==> src/rtl/mic_volume_meter.sv <==
// mic_volume_meter: windowed peak detector quantising mic amplitude to a 0-9 level with instant attack and stepped decay
// Ports: CLOCK/reset (sync, active-high); sample_valid+mic_in sample strobe;
//        volume_level 0-9 and level_valid pulse at each window end; peak_out last window peak.
module mic_volume_meter #(
    parameter int WINDOW_SAMPLES = 4000,
    parameter int BASELINE       = 2048,
    parameter int STEP           = 200
) (
    input  logic        CLOCK,
    input  logic        reset,
    input  logic        sample_valid,
    input  logic [11:0] mic_in,
    output logic [3:0]  volume_level,
    output logic        level_valid,
    output logic [11:0] peak_out
);
    localparam int CW = $clog2(WINDOW_SAMPLES);
    typedef enum logic [1:0] {ACCUM, EVAL, UPDATE} state_t;
    state_t state, state_nx;
    logic [CW-1:0] count;
    logic [11:0]   peak;
    logic [12:0]   amp;
    logic [3:0]    raw_level, raw_nx;
    logic          last;
    assign last = count == CW'(WINDOW_SAMPLES - 1);
    always_ff @(posedge CLOCK)
        state <= reset ? ACCUM : state_nx;
    always_comb begin
        state_nx = state == EVAL ? UPDATE :
                   state == UPDATE ? ACCUM :
                   (sample_valid && last) ? EVAL : ACCUM;
        // saturate below the DC offset so quiet input never wraps to a huge amplitude
        amp = peak > 12'(BASELINE) ? {1'b0, peak} - 13'(BASELINE) : 13'd0;
        raw_nx = 4'd0;
        for (int k = 1; k <= 9; k++)
            raw_nx = raw_nx + 4'(amp >= 13'(k * STEP));
    end
    always_ff @(posedge CLOCK) begin
        if (reset) begin
            count        <= '0;
            peak         <= '0;
            raw_level    <= '0;
            volume_level <= '0;
            level_valid  <= 1'b0;
            peak_out     <= '0;
        end else begin
            level_valid <= state == UPDATE;
            if (state == ACCUM && sample_valid) begin
                peak  <= mic_in > peak ? mic_in : peak;
                count <= count + CW'(1);
            end
            if (state == EVAL) begin
                raw_level <= raw_nx;
                peak_out  <= peak;
            end
            if (state == UPDATE) begin
                volume_level <= raw_level >= volume_level ? raw_level : volume_level - 4'd1;
                peak         <= '0;
                count        <= '0;
            end
        end
    end
endmodule

==> config.mk <==
export PLATFORM = sky130hd
export DESIGN_NAME = mic_volume_meter
export DESIGN_NICKNAME = d
export VERILOG_FILES = /design/src/rtl/mic_volume_meter.sv
export SDC_FILE = /design/constraint.sdc
export NUM_CORES = 1
export LEC_CHECK = 0
export ABC_AREA = 1
export CAP_MARGIN = 0
export CORE_UTILIZATION = 25
export CTS_CLUSTER_SIZE = 20
export DETAILED_ROUTE_END_ITERATION = 16
export PLACE_DENSITY = 0.44
export SYNTH_ARGS = -nofsm -noshare
export SYNTH_HDL_FRONTEND = slang
export SYNTH_SLANG_ARGS = --single-unit
==> constraint.sdc <==
create_clock -name CLOCK -period 5.2 [get_ports CLOCK]
set_clock_uncertainty 0.15 [all_clocks]
set_input_delay 1.04 -clock CLOCK [delete_from_list [all_inputs] [get_ports CLOCK]]
set_output_delay 1.04 -clock CLOCK [all_outputs]
set_load 0.005 [all_outputs]
## After elaboration in Yosys (flattened, before gate mapping)

Index checks and enable logic that the tools add are counted.
Widths: inputs -> output; s select.

| word-level totals | value |
|---|---|
| word-level logic and storage cells | 45 |
| output and inout bits | 17 |
| register bits after elaboration | 47 |

| operators by class | value |
|---|---|
| reductions and logical operators | 6 |
| $add $sub $neg | 11 |
| equality and inequality tests | 3 |
| magnitude comparators | 12 |
| multiplexer cells | 5 |

Operator list:

| operator | number |
|---|---|
| $ge 13x11->1 const B | 4 |
| $ge 13x10->1 const B | 3 |
| $add 4x1->4 | 5 |
| $ge 13x8->1 const B | 1 |
| $ge 13x9->1 const B | 1 |
| $mux 13 | 1 |
| $sub 12x12->13 const B | 1 |
| $add 12x1->12 const B | 1 |
| $eq 12x12->1 const B | 1 |
| $gt 12x12->1 | 1 |
| $gt 12x12->1 const B | 1 |
| $add 3x1->4 | 1 |
| $ge 4x4->1 | 1 |
| $mux 4 | 1 |
| $sub 4x1->4 const B | 1 |
| $add 2x1->3 | 1 |
| $reduce_or 3->1 | 1 |
| $add 1x1->2 | 1 |
| $eq 2x1->1 const B | 1 |
| $eq 2x2->1 const B | 1 |
| $logic_and 1x1->1 | 2 |
| $logic_not 2->1 | 1 |
| $mux 1 | 2 |
| $mux 2 | 1 |
| other kinds (2) | 2 |

## Logic depth before layout (Yosys ltp)

| logic depth | value |
|---|---|
| depth in word-level cells | 11 |
| depth in mapped cells | 19 |
| depth with buffers taken out | 19 |

## Worst setup path before layout

No wires, ideal clock.

| timing path | value |
|---|---|
| path kind | reg-to-reg |
| from | register peak[8] |
| to | register raw_level[1] |
| setup time | 0.120 ns |
| stages on the path, launching flop included | 20 |
| arrival time | 3.862 ns |
| slack | 1.068 ns |
| clock period less this slack | 4.132 ns |
| cells stage by stage | dfxtp_1 -> inv_2 -> nand2_2 -> nor2_4 -> nand2_8 -> nand2_2 -> a21oi_2 -> nand3_1 -> nand2_1 -> inv_1 -> fa_1 -> inv_1 -> fa_1 -> inv_1 -> fa_1 -> inv_1 -> fa_1 -> fa_1 -> o21ai_0 -> a21oi_1 |

| between the ends | value |
|---|---|
| word-level cells in the longest chain between the ends | 11 |
| elaborated cells between the ends (all ways) | 20 |
| those cells by class | add/sub: 9; order compare: 10; mux: 1 |

Ends and longest elaborated chain:

| element | line | RTL |
|---|---|---|
| start: declaration | 21 | `logic [11:0] peak;` |
| start signal: assignment | 49 | `peak <= mic_in > peak ? mic_in : peak;` |
| $sub 12x12->13 or $gt 12x12->1 (tied branches) | 33 | `amp = peak > 12'(BASELINE) ? {1'b0, peak} - 13'(BASELINE) : 13'd0;` |
| $mux 13 * | 33 |  |
| $ge 13x8->1 or $ge 13x9->1 (tied branches) | 36 | `raw_nx = raw_nx + 4'(amp >= 13'(k * STEP));` |
| $add 1x1->2 | 36 |  |
| $add 2x1->3 | 36 |  |
| $add 3x1->4 | 36 |  |
| $add 4x1->4 (4 in a row) | 36 |  |
| $add 4x1->4 * | 36 |  |
| net raw_nx[1] | 23 | `logic [3:0] raw_level, raw_nx;` |
| end signal: assignment | 53 | `raw_level <= raw_nx;` |
| end: declaration | 23 |  |

Mark *: on every way through the listed nets, which the timed path passes. The rest lies on a longest branch.
A chain may end at the register's enable or synchronous reset.

## Worst setup path in the final report

| timing path | value |
|---|---|
| from | register peak[11] |
| to | register raw_level[2] |

| between the ends | value |
|---|---|
| word-level cells in the longest chain between the ends | 11 |
| elaborated cells between the ends (all ways) | 20 |
| those cells by class | add/sub: 9; order compare: 10; mux: 1 |

Ends and longest elaborated chain:

| element | line |
|---|---|
| $sub 12x12->13 or $gt 12x12->1 (tied branches) | 33 |
| $mux 13 * | 33 |
| $ge 13x8->1 or $ge 13x9->1 (tied branches) | 36 |
| $add 1x1->2 | 36 |
| $add 2x1->3 | 36 |
| $add 3x1->4 | 36 |
| $add 4x1->4 (4 in a row) | 36 |
| $add 4x1->4 * | 36 |

Mark *: on every way between the ends. The rest lies on a longest branch, timed or not.

==> key figures <==
Layout
  • Layout Nets: 470
  • Multi-input gate area: 1730 µm²
  • Filler cells: 1233
  • Post-route design area: roughly 3600 µm²
  • # diodes: 0
  • FF+latch area: 941 µm²
  • Area grow syn2layout: 18.8%
  • Share of layout cells above drive strength 1: 0.137

Floorplanning
  • Initial Utilization: 0.260
  • Full die area: ~12000 µm²
  • Die X: around 110 µm
  • Die H: 112 µm
  • Rows: 39
  • I/O pin total: 32
  • Core area: about 12000 µm²

CTS
  • CTS Hold Bufs: 0
  • Clk Latency, worst-skew pair: 290 ps
  • Cts bufs inserted: 5
  • Clk root buf: clkbuf_16
  • PostCTS Resize Cnt: 0
  • Clock Path Buffers: 2
  • Total clock sinks: 47
  • CTS tree: yes
  • H-tree Lvls: 2
  • Worst-path clk slew: approximately 70 ps
  • Post-CTS setup buffers: 0

Drt
  • Initial DRT Pass Iterations: 10
  • Met3 wire length: 207 µm
  • First DRT Iteration DRCs: 165
  • Routed Antenna Nets: 0
  • Routed WL: ~7100 µm
  • DRC viols: 4
  • Post-DR wirelength/cell: 12.4 µm
  • Met1 wire length: 3640 µm
  • Drt via density: 4.53
  • Met2 routed WL: approximately 3100 µm
  • Vias: 2602
  • DR top layer: met4

Flow run
  • Max_cap viols: 0

STA
  • # setup viols final: 0
  • Worst slew pin tran: 1020 ps
  • Slew Limit Fails: 0
  • Worst slew margin: 0.321
  • Fin crit share: 0.869
  • Final Hold Violating Endpoints: 0
  • TNS Setup: 0 ps
  • Final worst path period need: 4520 ps
  • Max Freq: about 220 MHz
  • RSZ-0062 raised after global routing: no

Critical path
  • Critical Path Fanout Max: 12
  • Arr. time, crit path: 4500 ps
  • Reg-to-reg critical path endpoint: raw_level[2]
  • Critical path launch point type: flip-flop
  • R2r worst-path depth: 17
  • Req. time, crit path: 5180 ps
  • CP endpoint kind: flip-flop
  • Worst reg2reg startpoint: peak[11]
  • R2R setup slack: 680 ps
  • Crit path kind: flip-flop to flip-flop

Yosys
  • Register area share after synthesis: 0.313
  • Synthesis-stage register bit count: 47
  • Post-synth cell types: 37
  • Cell accounting for the most synthesized area: dfxtp_1
  • Most frequent cells after synthesis: inv_1, nand2_1, nor2_1, dfxtp_1, a21oi_1
  • Mean post-synth cell area: ~7.5 µm²
  • Main area contributors after synthesis: dfxtp_1, ha_1, inv_1
  • Synth Cell Area: between 3000 and 4000 µm²
  • Top FF cell, synth: dfxtp_1
  • Synth async-reset ratio: 0
  • Net Count, Synth: 441
  • Post-synth top area share: 0.313
  • YS warnings: 0
  • Synth Instances: 401
  • Number of synthesized flops with an enable pin: 0

Power
  • Power Dens Cells: 255 nW/µm²
  • Leak Pwr: around 1.5 nW
  • Maximum vdd drop: 0.0980 mV

GRT
  • Total global-route track usage: 0.123
  • Initial antenna violation count: 0
  • Vias in the first global route: between 2000 and 3000
  • Largest net degree at the start of global routing: 29
  • Wire length of the first global-routing pass: 12300 µm
  • GRT Residual Overflow: 0

Worst hold path
  • Worst hold path type: flip-flop to flip-flop
  • Hold Startpoint: count[9]
  • Hold Path End: count[9]
  • Hold depth: 2

Placed design
  • Final HPWL DP: 5400 µm
  • Port bufs: 31
  • Final GP Congestion: roughly 0.8
  • Post-DP Area: 3420 µm²

Run status
  • Failing checks: DRC
  • Status: finished, violations left
[cell type report]
class	count	area share
clock inverter	2	0.00455
inverter	67	0.0711
multi-input combinational	277	0.483
tap	143	0.0501
timing repair buffer	32	0.0889
clock buffer	6	0.0389
sequential	47	0.263
[worst max path at each step]
stage          startpoint           end  cells after the start
2_1_floorplan     peak[8]  raw_level[1]                     19
3_3_place_gp     peak[11]  raw_level[2]                     17
3_5_place_dp     peak[11]  raw_level[2]                     17
4_1_cts          peak[11]  raw_level[2]                     17
5_1_grt          peak[11]  raw_level[1]                     17
6_report         peak[11]  raw_level[2]                     17
[registers in the layout, summed over array words and instances (netlist names)]
name and count:
level_valid 1, peak_out 12, peak 12, state 2, volume_level 4, raw_level 4
count 12
[routing by layer]
metal  global-route usage  up-vias
met2                0.190       51
met3               0.0223       10
met4               0.0532        0
met5                    0        -
li1                     -     1366
met1                0.168     1175
[critical path: stages (launching register included)]
cell     delay, ps
dfxtp_1        660
nand2_1        300
nand2_1        170
inv_1           60
nand2_1         60
nor2_1          40
nand2_1         60
inv_1           50
fa_1           520
inv_1           50
fa_1           530
inv_1           50
fa_1           520
inv_1           50
fa_1           450
fa_1           390
xnor2_1        160
a21oi_1         80
[cell usage in the layout (no fill, tap or decap), types with 2 or more instances in the layout]
master	count
a21oi_1	29
a21oi_2	8
a31oi_1	2
clkbuf_16	5
clkdlybuf4s50_1	31
dfxtp_1	47
fa_1	5
ha_1	20
inv_1	59
inv_2	7
nand2_1	59
nand2_2	6
nand3_1	13
nand3_2	13
nand3_4	3
nand4_1	9
nand4_2	2
nor2_1	49
nor2_2	6
nor3_1	4
nor4_1	2
o211ai_1	3
o21ai_0	26
o21ai_1	6
o21bai_1	2
xnor2_1	2
xor2_1	2
[report_power, final]
part | internal, mW | switching (mW)
logic | 0.0657 | 0.112
registers | 0.373 | 0.0209
clock network | 0.193 | 0.149
[cells by family (layout without fill, tap and decap cells)]
family	count (synthesis)	after routing	share of synthesized area
compound gates	77	77	0.144
flops	47	47	0.313
buf+inv	77	107	0.113
fa+ha+maj	25	25	0.116
xor+xnor	4	4	0.0116
simple gates	171	171	0.302
[per-stage QoR]
stage / instances / hold slack (ps) / utilization / power [mW] / setup slack (ps)
after floorplan: 401 / 274 / - / 0.543 / 1070
after global placement: 566 / 282 / 0.296 / 0.580 / 764
after detailed placement: 566 / 297 / 0.296 / 0.582 / 694
after CTS: 574 / 308 / 0.309 / 0.933 / 683
after global routing: 574 / 353 / 0.309 / 0.970 / 417
final: 574 / 310 / 0.309 / 0.913 / 683
(Power assumes the default switching activity.)
